`src/rtl/alu_div_sequencer_if.sv`:
```
// Request/response handshake between the decode/execute stage and the
// divide sequencer. The requester (decode/execute) uses the master modport,
// the sequencer uses the slave modport.
interface alu_div_sequencer_if;
    logic        req_valid;
    logic        req_ready;
    logic        req_signed;
    logic [31:0] req_dividend;
    logic [31:0] req_divisor;
    logic        rsp_valid;
    logic        rsp_ready;
    logic [31:0] rsp_quotient;
    logic [31:0] rsp_remainder;
    logic        rsp_div_zero;

    modport master (
        output req_valid, req_signed, req_dividend, req_divisor, rsp_ready,
        input  req_ready, rsp_valid, rsp_quotient, rsp_remainder, rsp_div_zero
    );

    modport slave (
        input  req_valid, req_signed, req_dividend, req_divisor, rsp_ready,
        output req_ready, rsp_valid, rsp_quotient, rsp_remainder, rsp_div_zero
    );
endinterface

```
`src/rtl/alu_div_sequencer.sv`:
```
// Multi-cycle 32-bit divide controller. Every arithmetic step (sign
// stripping, restoring-division trial subtract, sign restoration) goes
// through the shared ALU; the sequencer only drives the ALU while busy.
// Fixed latency: 1 (PRE_N) + 1 (PRE_D) + 32 (DIV) + 1 (POST_Q) + 1 (POST_R)
// cycles after the accepting edge, then DONE holds the result.
module alu_div_sequencer #(
    parameter logic [7:0] OP_SUB  = 8'd2,
    parameter logic [7:0] OP_PASS = 8'd9
) (
    input  logic                     clk,
    input  logic                     reset,
    alu_div_sequencer_if.slave       dif,
    output logic                     busy,
    output logic [7:0]               alu_op,
    output logic [31:0]              alu_a,
    output logic [31:0]              alu_b,
    output logic                     alu_carry_in,
    input  logic [31:0]              alu_c,
    input  logic                     alu_carry_out
);

    typedef enum logic [2:0] {
        ST_IDLE   = 3'd0,
        ST_PRE_N  = 3'd1,
        ST_PRE_D  = 3'd2,
        ST_DIV    = 3'd3,
        ST_POST_Q = 3'd4,
        ST_POST_R = 3'd5,
        ST_DONE   = 3'd6
    } state_t;

    state_t      state_q, state_d;
    logic [31:0] quot_q, quot_d;   // dividend, then |dividend| shifting into quotient
    logic [31:0] rem_q, rem_d;     // partial remainder
    logic [31:0] dsr_q, dsr_d;     // divisor, then |divisor|
    logic [4:0]  cnt_q, cnt_d;
    logic        neg_n_q, neg_n_d;
    logic        neg_d_q, neg_d_d;
    logic        zero_q, zero_d;

    logic [31:0] shift_s;
    logic        accept_s;

    // Next-state, datapath update and ALU operand selection
    always_comb begin
        state_d  = state_q;
        quot_d   = quot_q;
        rem_d    = rem_q;
        dsr_d    = dsr_q;
        cnt_d    = cnt_q;
        neg_n_d  = neg_n_q;
        neg_d_d  = neg_d_q;
        zero_d   = zero_q;
        alu_op   = OP_PASS;
        alu_a    = 32'd0;
        alu_b    = 32'd0;
        shift_s  = {rem_q[30:0], quot_q[31]};
        accept_s = 1'b0;

        case (state_q)
            ST_IDLE: begin
                if (dif.req_valid) begin
                    quot_d  = dif.req_dividend;
                    dsr_d   = dif.req_divisor;
                    neg_n_d = dif.req_signed & dif.req_dividend[31];
                    neg_d_d = dif.req_signed & dif.req_divisor[31];
                    zero_d  = (dif.req_divisor == 32'd0);
                    state_d = ST_PRE_N;
                end else begin
                    state_d = ST_IDLE;
                end
            end
            ST_PRE_N: begin
                if (neg_n_q) begin
                    alu_op = OP_SUB;
                    alu_b  = quot_q;
                end else begin
                    alu_a  = quot_q;
                end
                quot_d  = alu_c;
                state_d = ST_PRE_D;
            end
            ST_PRE_D: begin
                if (neg_d_q) begin
                    alu_op = OP_SUB;
                    alu_b  = dsr_q;
                end else begin
                    alu_a  = dsr_q;
                end
                dsr_d   = alu_c;
                rem_d   = 32'd0;
                cnt_d   = 5'd0;
                state_d = ST_DIV;
            end
            ST_DIV: begin
                // A set R[31] means the shifted value needs 33 bits, so it
                // certainly exceeds D and the low 32 bits of the ALU result
                // are still the correct difference.
                alu_op   = OP_SUB;
                alu_a    = shift_s;
                alu_b    = dsr_q;
                accept_s = rem_q[31] | ~alu_carry_out;
                if (accept_s) begin
                    rem_d  = alu_c;
                    quot_d = {quot_q[30:0], 1'b1};
                end else begin
                    rem_d  = shift_s;
                    quot_d = {quot_q[30:0], 1'b0};
                end
                if (cnt_q == 5'd31) begin
                    state_d = ST_POST_Q;
                end else begin
                    cnt_d   = cnt_q + 5'd1;
                end
            end
            ST_POST_Q: begin
                // Divide-by-zero keeps the all-ones quotient unnegated.
                if ((neg_n_q ^ neg_d_q) & ~zero_q) begin
                    alu_op = OP_SUB;
                    alu_b  = quot_q;
                end else begin
                    alu_a  = quot_q;
                end
                quot_d  = alu_c;
                state_d = ST_POST_R;
            end
            ST_POST_R: begin
                if (neg_n_q) begin
                    alu_op = OP_SUB;
                    alu_b  = rem_q;
                end else begin
                    alu_a  = rem_q;
                end
                rem_d   = alu_c;
                state_d = ST_DONE;
            end
            ST_DONE: begin
                if (dif.rsp_ready) begin
                    state_d = ST_IDLE;
                end else begin
                    state_d = ST_DONE;
                end
            end
            default: begin
                state_d = ST_IDLE;
            end
        endcase
    end

    // State and datapath registers with synchronous reset
    always_ff @(posedge clk) begin
        if (reset) begin
            state_q <= ST_IDLE;
            quot_q  <= 32'd0;
            rem_q   <= 32'd0;
            dsr_q   <= 32'd0;
            cnt_q   <= 5'd0;
            neg_n_q <= 1'b0;
            neg_d_q <= 1'b0;
            zero_q  <= 1'b0;
        end else begin
            state_q <= state_d;
            quot_q  <= quot_d;
            rem_q   <= rem_d;
            dsr_q   <= dsr_d;
            cnt_q   <= cnt_d;
            neg_n_q <= neg_n_d;
            neg_d_q <= neg_d_d;
            zero_q  <= zero_d;
        end
    end

    assign dif.req_ready     = (state_q == ST_IDLE);
    assign dif.rsp_valid     = (state_q == ST_DONE);
    assign dif.rsp_quotient  = quot_q;
    assign dif.rsp_remainder = rem_q;
    assign dif.rsp_div_zero  = zero_q;
    assign busy              = (state_q != ST_IDLE) && (state_q != ST_DONE);
    assign alu_carry_in      = 1'b0;

endmodule

```
`src/flat_wrapper.sv`:
```
// flat-port wrapper written by rule: the top's interface ports become plain ports
module alu_div_sequencer_flat 
#(
    parameter logic [7:0] OP_SUB  = 8'd2,
    parameter logic [7:0] OP_PASS = 8'd9
)
  (clk, reset, busy, alu_op, alu_a, alu_b, alu_carry_in, alu_c, alu_carry_out, dif_req_valid, dif_req_signed, dif_req_dividend, dif_req_divisor, dif_rsp_ready, dif_req_ready, dif_rsp_valid, dif_rsp_quotient, dif_rsp_remainder, dif_rsp_div_zero);
  alu_div_sequencer_if dif_i ();
  input  logic clk;
  input  logic reset;
  output logic busy;
  output logic [7:0] alu_op;
  output logic [31:0] alu_a;
  output logic [31:0] alu_b;
  output logic alu_carry_in;
  input  logic [31:0] alu_c;
  input  logic alu_carry_out;
  input wire logic [$bits(dif_i.req_valid)-1:0] dif_req_valid;
  input wire logic [$bits(dif_i.req_signed)-1:0] dif_req_signed;
  input wire logic [$bits(dif_i.req_dividend)-1:0] dif_req_dividend;
  input wire logic [$bits(dif_i.req_divisor)-1:0] dif_req_divisor;
  input wire logic [$bits(dif_i.rsp_ready)-1:0] dif_rsp_ready;
  output wire logic [$bits(dif_i.req_ready)-1:0] dif_req_ready;
  output wire logic [$bits(dif_i.rsp_valid)-1:0] dif_rsp_valid;
  output wire logic [$bits(dif_i.rsp_quotient)-1:0] dif_rsp_quotient;
  output wire logic [$bits(dif_i.rsp_remainder)-1:0] dif_rsp_remainder;
  output wire logic [$bits(dif_i.rsp_div_zero)-1:0] dif_rsp_div_zero;
  assign dif_i.req_valid = dif_req_valid;
  assign dif_i.req_signed = dif_req_signed;
  assign dif_i.req_dividend = dif_req_dividend;
  assign dif_i.req_divisor = dif_req_divisor;
  assign dif_i.rsp_ready = dif_rsp_ready;
  assign dif_req_ready = dif_i.req_ready;
  assign dif_rsp_valid = dif_i.rsp_valid;
  assign dif_rsp_quotient = dif_i.rsp_quotient;
  assign dif_rsp_remainder = dif_i.rsp_remainder;
  assign dif_rsp_div_zero = dif_i.rsp_div_zero;
  alu_div_sequencer #(.OP_SUB(OP_SUB), .OP_PASS(OP_PASS)) u_core (.clk(clk), .reset(reset), .dif(dif_i), .busy(busy), .alu_op(alu_op), .alu_a(alu_a), .alu_b(alu_b), .alu_carry_in(alu_carry_in), .alu_c(alu_c), .alu_carry_out(alu_carry_out));
endmodule
```
`config.mk`:
```
export PLATFORM = sky130hd
export DESIGN_NAME = alu_div_sequencer_flat
export DESIGN_NICKNAME = d
export VERILOG_FILES = /design/src/rtl/alu_div_sequencer_if.sv /design/src/rtl/alu_div_sequencer.sv /design/src/flat_wrapper.sv
export SDC_FILE = /design/constraint.sdc
export NUM_CORES = 1
export LEC_CHECK = 0
export ABC_AREA = 1
export CORE_ASPECT_RATIO = 1.75
export CORE_MARGIN = 2
export CORE_UTILIZATION = 40
export CTS_CLUSTER_DIAMETER = 100
export CTS_CLUSTER_SIZE = 24
export DETAILED_ROUTE_END_ITERATION = 8
export HOLD_SLACK_MARGIN = 0.15
export PLACE_DENSITY = 0.71
export SLEW_MARGIN = 20
export SYNTH_ARGS = -nofsm -noshare
export SYNTH_HDL_FRONTEND = slang
export SYNTH_SLANG_ARGS = --single-unit
```
`constraint.sdc`:
```
create_clock -name clk -period 4.2 [get_ports clk]
set_clock_uncertainty 0.05 [all_clocks]
set_input_delay 0.84 -clock clk [delete_from_list [all_inputs] [get_ports clk]]
set_output_delay 0.84 -clock clk [all_outputs]
set_load 0.01 [all_outputs]
```
## Word-level counts from Yosys, hierarchy flattened

Index checks and enable logic that the tools add are counted.

- Register bits: 107
- Output and inout bits: 141
- Logic and storage cells: 68
- Input port bits: 102

- Multiplexer cells: 27
- Reduce and logical (&&, ||, !) cells: 14
- Equal/unequal tests: 11
- $add $sub $neg: 1
- Bitwise gates (word level): 7

Operators with widths:

| cell | count |
|---|---|
| $mux W32 | 11 |
| $pmux W32 S5 | 2 |
| $pmux W32 S3 | 2 |
| $pmux W32 S2 | 1 |
| $logic_not A32 Y1 | 1 |
| $pmux W8 S4 | 1 |
| $pmux W3 S7 | 1 |
| $mux W4 | 3 |
| $pmux W5 S2 | 1 |
| $eq A3 B3 Y1 const B | 3 |
| $reduce_bool A3 Y1 | 3 |
| $reduce_and A2 Y1 | 4 |
| $eq A3 B2 Y1 const B | 2 |
| $mux W3 | 2 |
| $add A5 B1 Y5 const B | 1 |
| $eq A5 B5 Y1 const B | 1 |
| $mux W5 | 1 |
| $ne A2 B2 Y1 const B | 2 |
| $reduce_bool A2 Y1 | 2 |
| $reduce_or A2 Y1 | 2 |
| $and A1 B1 Y1 | 3 |
| $eq A3 B1 Y1 const B | 1 |
| $logic_not A3 Y1 | 1 |
| $ne A3 B3 Y1 const B | 1 |
| other kinds (6) | 8 |

## Longest topological paths before layout

- Depth after elaboration: 4
- Mapped depth: 12
- Depth with buffers taken out: 10

## Least setup slack after synthesis

No wires, ideal clock.

- Path kind: reg-to-output
- From: reg u_core.state_q[1]
- To: out alu_op[3]
- Path slack: 1.875 ns
- Path buffers: 3
- Stages on the path, launching flop included: 9
- Data arrival time: 1.435 ns
- Required time: 3.310 ns
- Path through: dfxtp_1 > buf_2 > nand3_1 > buf_2 > o21ai_2 > nor2_1 > o21ai_0 > inv_1 > buf_4

- Word-level cells in the longest chain between the ends: 3
- Elaborated cells on any way between the ends: 7
- Those cells by class: eq/ne: 5; mux: 1; reduce/logical: 1

RTL lines:

| element | line | text |
|---|---|---|
| start, declared | alu_div_sequencer.sv:32 | `state_t state_q, state_d;` |
| start signal, assigned | alu_div_sequencer.sv:162 | `state_q <= state_d;` |
| $eq A3 B1 Y1 or $eq A3 B3 Y1 (tied branches) | alu_div_sequencer.sv:60 | `case (state_q)` |
| $reduce_or A2 Y1 (no source line) | -- |  |
| $pmux W8 S4 (*) | alu_div_sequencer.sv:60 |  |
| end, declared | flat_wrapper.sv:12 | `output logic [7:0] alu_op;` |

Mark *: on every way between the ends. The rest lies on a longest branch, timed or not.

## Worst setup path after layout

- From: reg u_core.state_q[2]
- To: out alu_b[26]

- Word-level cells in the longest chain between the ends: 2
- Elaborated cells on any way between the ends: 6
- Those cells by class: eq/ne: 5; mux: 1

RTL lines:

| element | line | text |
|---|---|---|
| $eq A3 B3 Y1 (tied with other cells) | alu_div_sequencer.sv:60 |  |
| $pmux W32 S5 (*) | alu_div_sequencer.sv:60 |  |
| end, declared | flat_wrapper.sv:14 | `output logic [31:0] alu_b;` |

Marks and branches as above.

==> summary.md <==
| Metric | Value |
|---|---|
| Status | completed |
| Residual DRC count | 0 |
| Clock root buffer | clkbuf_16 |
| Final Routed Wirelength | roughly 31 mm |
| RR Endpoint | u_core.dif.rsp_quotient[28]$_SDFFE_PP0P_ |
| Synth Register Bits | 107 |
| Gr ovfl total | 0 |
| Fillers | around 1900 |
| Power Density | 569 nW/um2 |
| H-tree depth | 3 |
| Die area | slightly below 20000 um2 |
| RSZ-0062 raised after global routing | no |
| Final instance area | 10200 um2 |
| Top FF cell, synth | dfxtp_1 |
| Total number of vias | 9540 |
| R2R cell count | 8 |
| F_max | 284 MHz |
| Initial Util | just over 40% |
| Initial antenna violation count | 0 |
| Pre-CTS setup slack | between 1 and 1.5 ns |
| Most frequent CP cell | buf_4 |
| Syn Area/Cell | 5.75 um2 |
| Peak supply drop | approximately 0.0003 V |
| Tot GR Track Use | approximately 30% |
| Latest clock arrival within the worst-skew pair | around 0.35 ns |
| CTS tree | built |
| Distinct cells, synth | 26 |
| Buf/Inv on CP | 4 |
| Placed Instances | 1694 |
| Drt first pass iters | 6 |
| Post-DP HPWL | ~20 mm |
| HP Class | register to register |
| Yosys warns | 0 |
| CP Class | register to output pin |
| Worst path max stage delay | approximately 0.54 ns |
| Hold buffers post-CTS | 0 |
| Worst Slack Setup Final | about 0.67 ns |
| # IOs | about 240 |
| Largest net degree at the start of global routing | 77 |
| Die X | approximately 110 um |
| Final setup violation count | 0 |
| Setup crit start kind | register |
| Nets | between 1500 and 2000 |
| PostCTS Resize Cnt | 0 |
| R2r setup slk | around 1.6 ns |
| Crit Path Max Fanout | 32 |
| Worst Tran Pin Value | roughly 0.89 ns |
| Crit-path cells | inv_2 > nand3_2 > buf_4 > o21ai_4 > buf_4 > nand2_1 > nand3_1 > clkdlybuf4s50_1 |
| Antenna diodes | 0 |
| Final slew viol count | 0 |
| Post-synth EDFFs | 0 |
| Max transition margin | approximately two fifths |
| Final period util | a little over four fifths |
| Port bufs | roughly 240 |
| Syn Inst Count | around 1300 |
| Synthesized area | about 7500 um2 |
| Drt wl/cell | ~18 um |
| Area after DPL | between 9000 and 10000 um2 |
| Leak | around 4.3 nW |
| 1st-iter DRT viols | 757 |
| Post-CTS Setup Inserts | 0 |
| Finished Layout Cells | ~1700 |
| Clock-pin slew on the worst setup and hold paths | about 0.08 ns |
| Sequential share of the synthesized area | ~29% |
| Synth-to-layout area growth | 36.9% |
| Core area | ~18000 um2 |
| Vias in the first global route | ~8900 |
| Largest delay share family, worst path | buffers and inverters |
| Setup TNS | 0 ns |
| Die Y | approximately 180 um |
| Critical path required time | 3.31 ns |
| DR vias/cell | roughly 5.6 |
| DRT antenna net count | 0 |
| First-pass GRT wire length | 46.7 mm |
| Total clock sinks | 107 |
| Async S/R FF share, synth | 0% |
| Final core occ | 55.4% |
| Layout cell share with drive strength beyond 1 | between 3 and 4% |
| Slowest CP cell | clkdlybuf4s50_1 |
| Routability cong. | just under 0.9 |
| Critical Path Stages | 8 |
| Longest Clk Path Bufs | 2 |
| Max Cap Viol | 0 |
| Hold Path Depth | 2 |
| Endpoints failing hold | 0 |
| Worst r2r src | u_core.state_q[2]$_SDFFE_PP0P_ |
| CP endpoint | alu_b[26] |
| Fin crit period | 3.53 ns |
| CP Data Arrival Time | approximately 2.6 ns |
| Row Count | 66 |
| Crit path from | u_core.state_q[2]$_SDFFE_PP0P_ |
| CTS buffer count | 9 |
| Kind of end point of the critical path | output pin |
## worst min-delay path by stage
stage                            startpoint                      endpoint
2_1_floorplan  u_core.cnt_q[0]$_SDFFE_PP0P_  u_core.cnt_q[0]$_SDFFE_PP0P_
3_3_place_gp   u_core.cnt_q[1]$_SDFFE_PP0P_  u_core.cnt_q[1]$_SDFFE_PP0P_
3_5_place_dp   u_core.cnt_q[0]$_SDFFE_PP0P_  u_core.cnt_q[0]$_SDFFE_PP0P_
4_1_cts        u_core.cnt_q[0]$_SDFFE_PP0P_  u_core.cnt_q[0]$_SDFFE_PP0P_
5_1_grt        u_core.cnt_q[1]$_SDFFE_PP0P_  u_core.cnt_q[1]$_SDFFE_PP0P_
6_report       u_core.cnt_q[1]$_SDFFE_PP0P_  u_core.cnt_q[1]$_SDFFE_PP0P_
## state kept, by name, summed over array words and instances (netlist names)
| register | count |
|---|---|
| u_core.cnt_q | 5 |
| u_core.dif.rsp_div_zero | 1 |
| u_core.dif.rsp_quotient | 32 |
| u_core.dif.rsp_remainder | 32 |
| u_core.dsr_q | 32 |
| u_core.neg_d_q | 1 |
| u_core.neg_n_q | 1 |
| u_core.state_q | 3 |
## power breakdown
group          internal (mW)  switching [mW]
sequential              1.35           0.342
clock                  0.441           0.414
combinational           1.25            2.01
## synthesized netlist by cell type, types with 32 or more instances
| cell type | instances | area share (%) |
|---|---|---|
| a22oi_1 | 32 | 3.2 |
| dfxtp_1 | 107 | 29 |
| a21oi_1 | 132 | 8.9 |
| nand3_1 | 136 | 9.1 |
| buf_2 | 51 | 3.4 |
| clkbuf_1 | 41 | 2.1 |
| inv_1 | 116 | 5.8 |
| nor2_1 | 76 | 3.8 |
| nand4_1 | 32 | 2.7 |
| a31oi_1 | 32 | 2.7 |
| o21ai_0 | 71 | 4.8 |
| nand2_1 | 439 | 22 |
## layout by cell type, fill, tap and decap left out, types with 4 or more instances in the layout
cell	instances
a21oi_1	132
a22oi_1	32
a31oi_1	32
buf_4	21
clkbuf_16	9
clkdlybuf4s50_1	235
conb_1	6
dfxtp_1	107
inv_1	115
inv_2	5
nand2_1	437
nand3_1	133
nand4_1	32
nor2_1	70
nor2_2	4
o21ai_0	71
## layout make-up
type	instances	area (um2)	area share (%)
timing repair buffer	259	2550	25.0
multi-input combinational	969	4460	43.7
sequential	107	2140	21.0
inverter	121	454	4.45
clock inverter	4	33.8	0.331
clock buffer	12	256	2.51
tap	238	298	2.92
## cell families (layout without fill, tap and decap cells)
logic type                 count (synthesis)  after routing  share of synthesized area (%)
and+or+nand+nor                          686            686                           38.0
AOI/OAI and AO/OA                        275            275                           20.3
buffers and inverters                    224            396                           12.5
DFF                                      107            107                           28.7
adders and majority gates                  2              2                          0.336
other                                      1              6                         0.0503
## worst min-delay path: cells and delay by family (launching register included)
| family | cells | cell delay [ns] |
|---|---|---|
| compound gates | 1 | 0.06 |
| simple gates | 1 | 0.07 |
| flops | 1 | 0.33 |
## per-stage QoR
stage | hold WS, ns | power (mW)
after detailed placement | 0.438 | 4.92
after floorplan | 0.404 | 3.54
after global placement | 0.423 | 4.88
after global routing | 0.484 | 6.19
final | 0.450 | 5.80
after CTS | 0.447 | 5.79
## metal layers
| layer | global-route usage (%) | share of wire, % |
|---|---|---|
| met1 | 33.6 | 37 |
| met2 | 54.9 | 51 |
| met3 | 3.96 | 7.8 |
| met4 | 14.4 | 4.1 |
| met5 | 0 | 0 |
No activity file was read; power rests on OpenSTA's default activity.
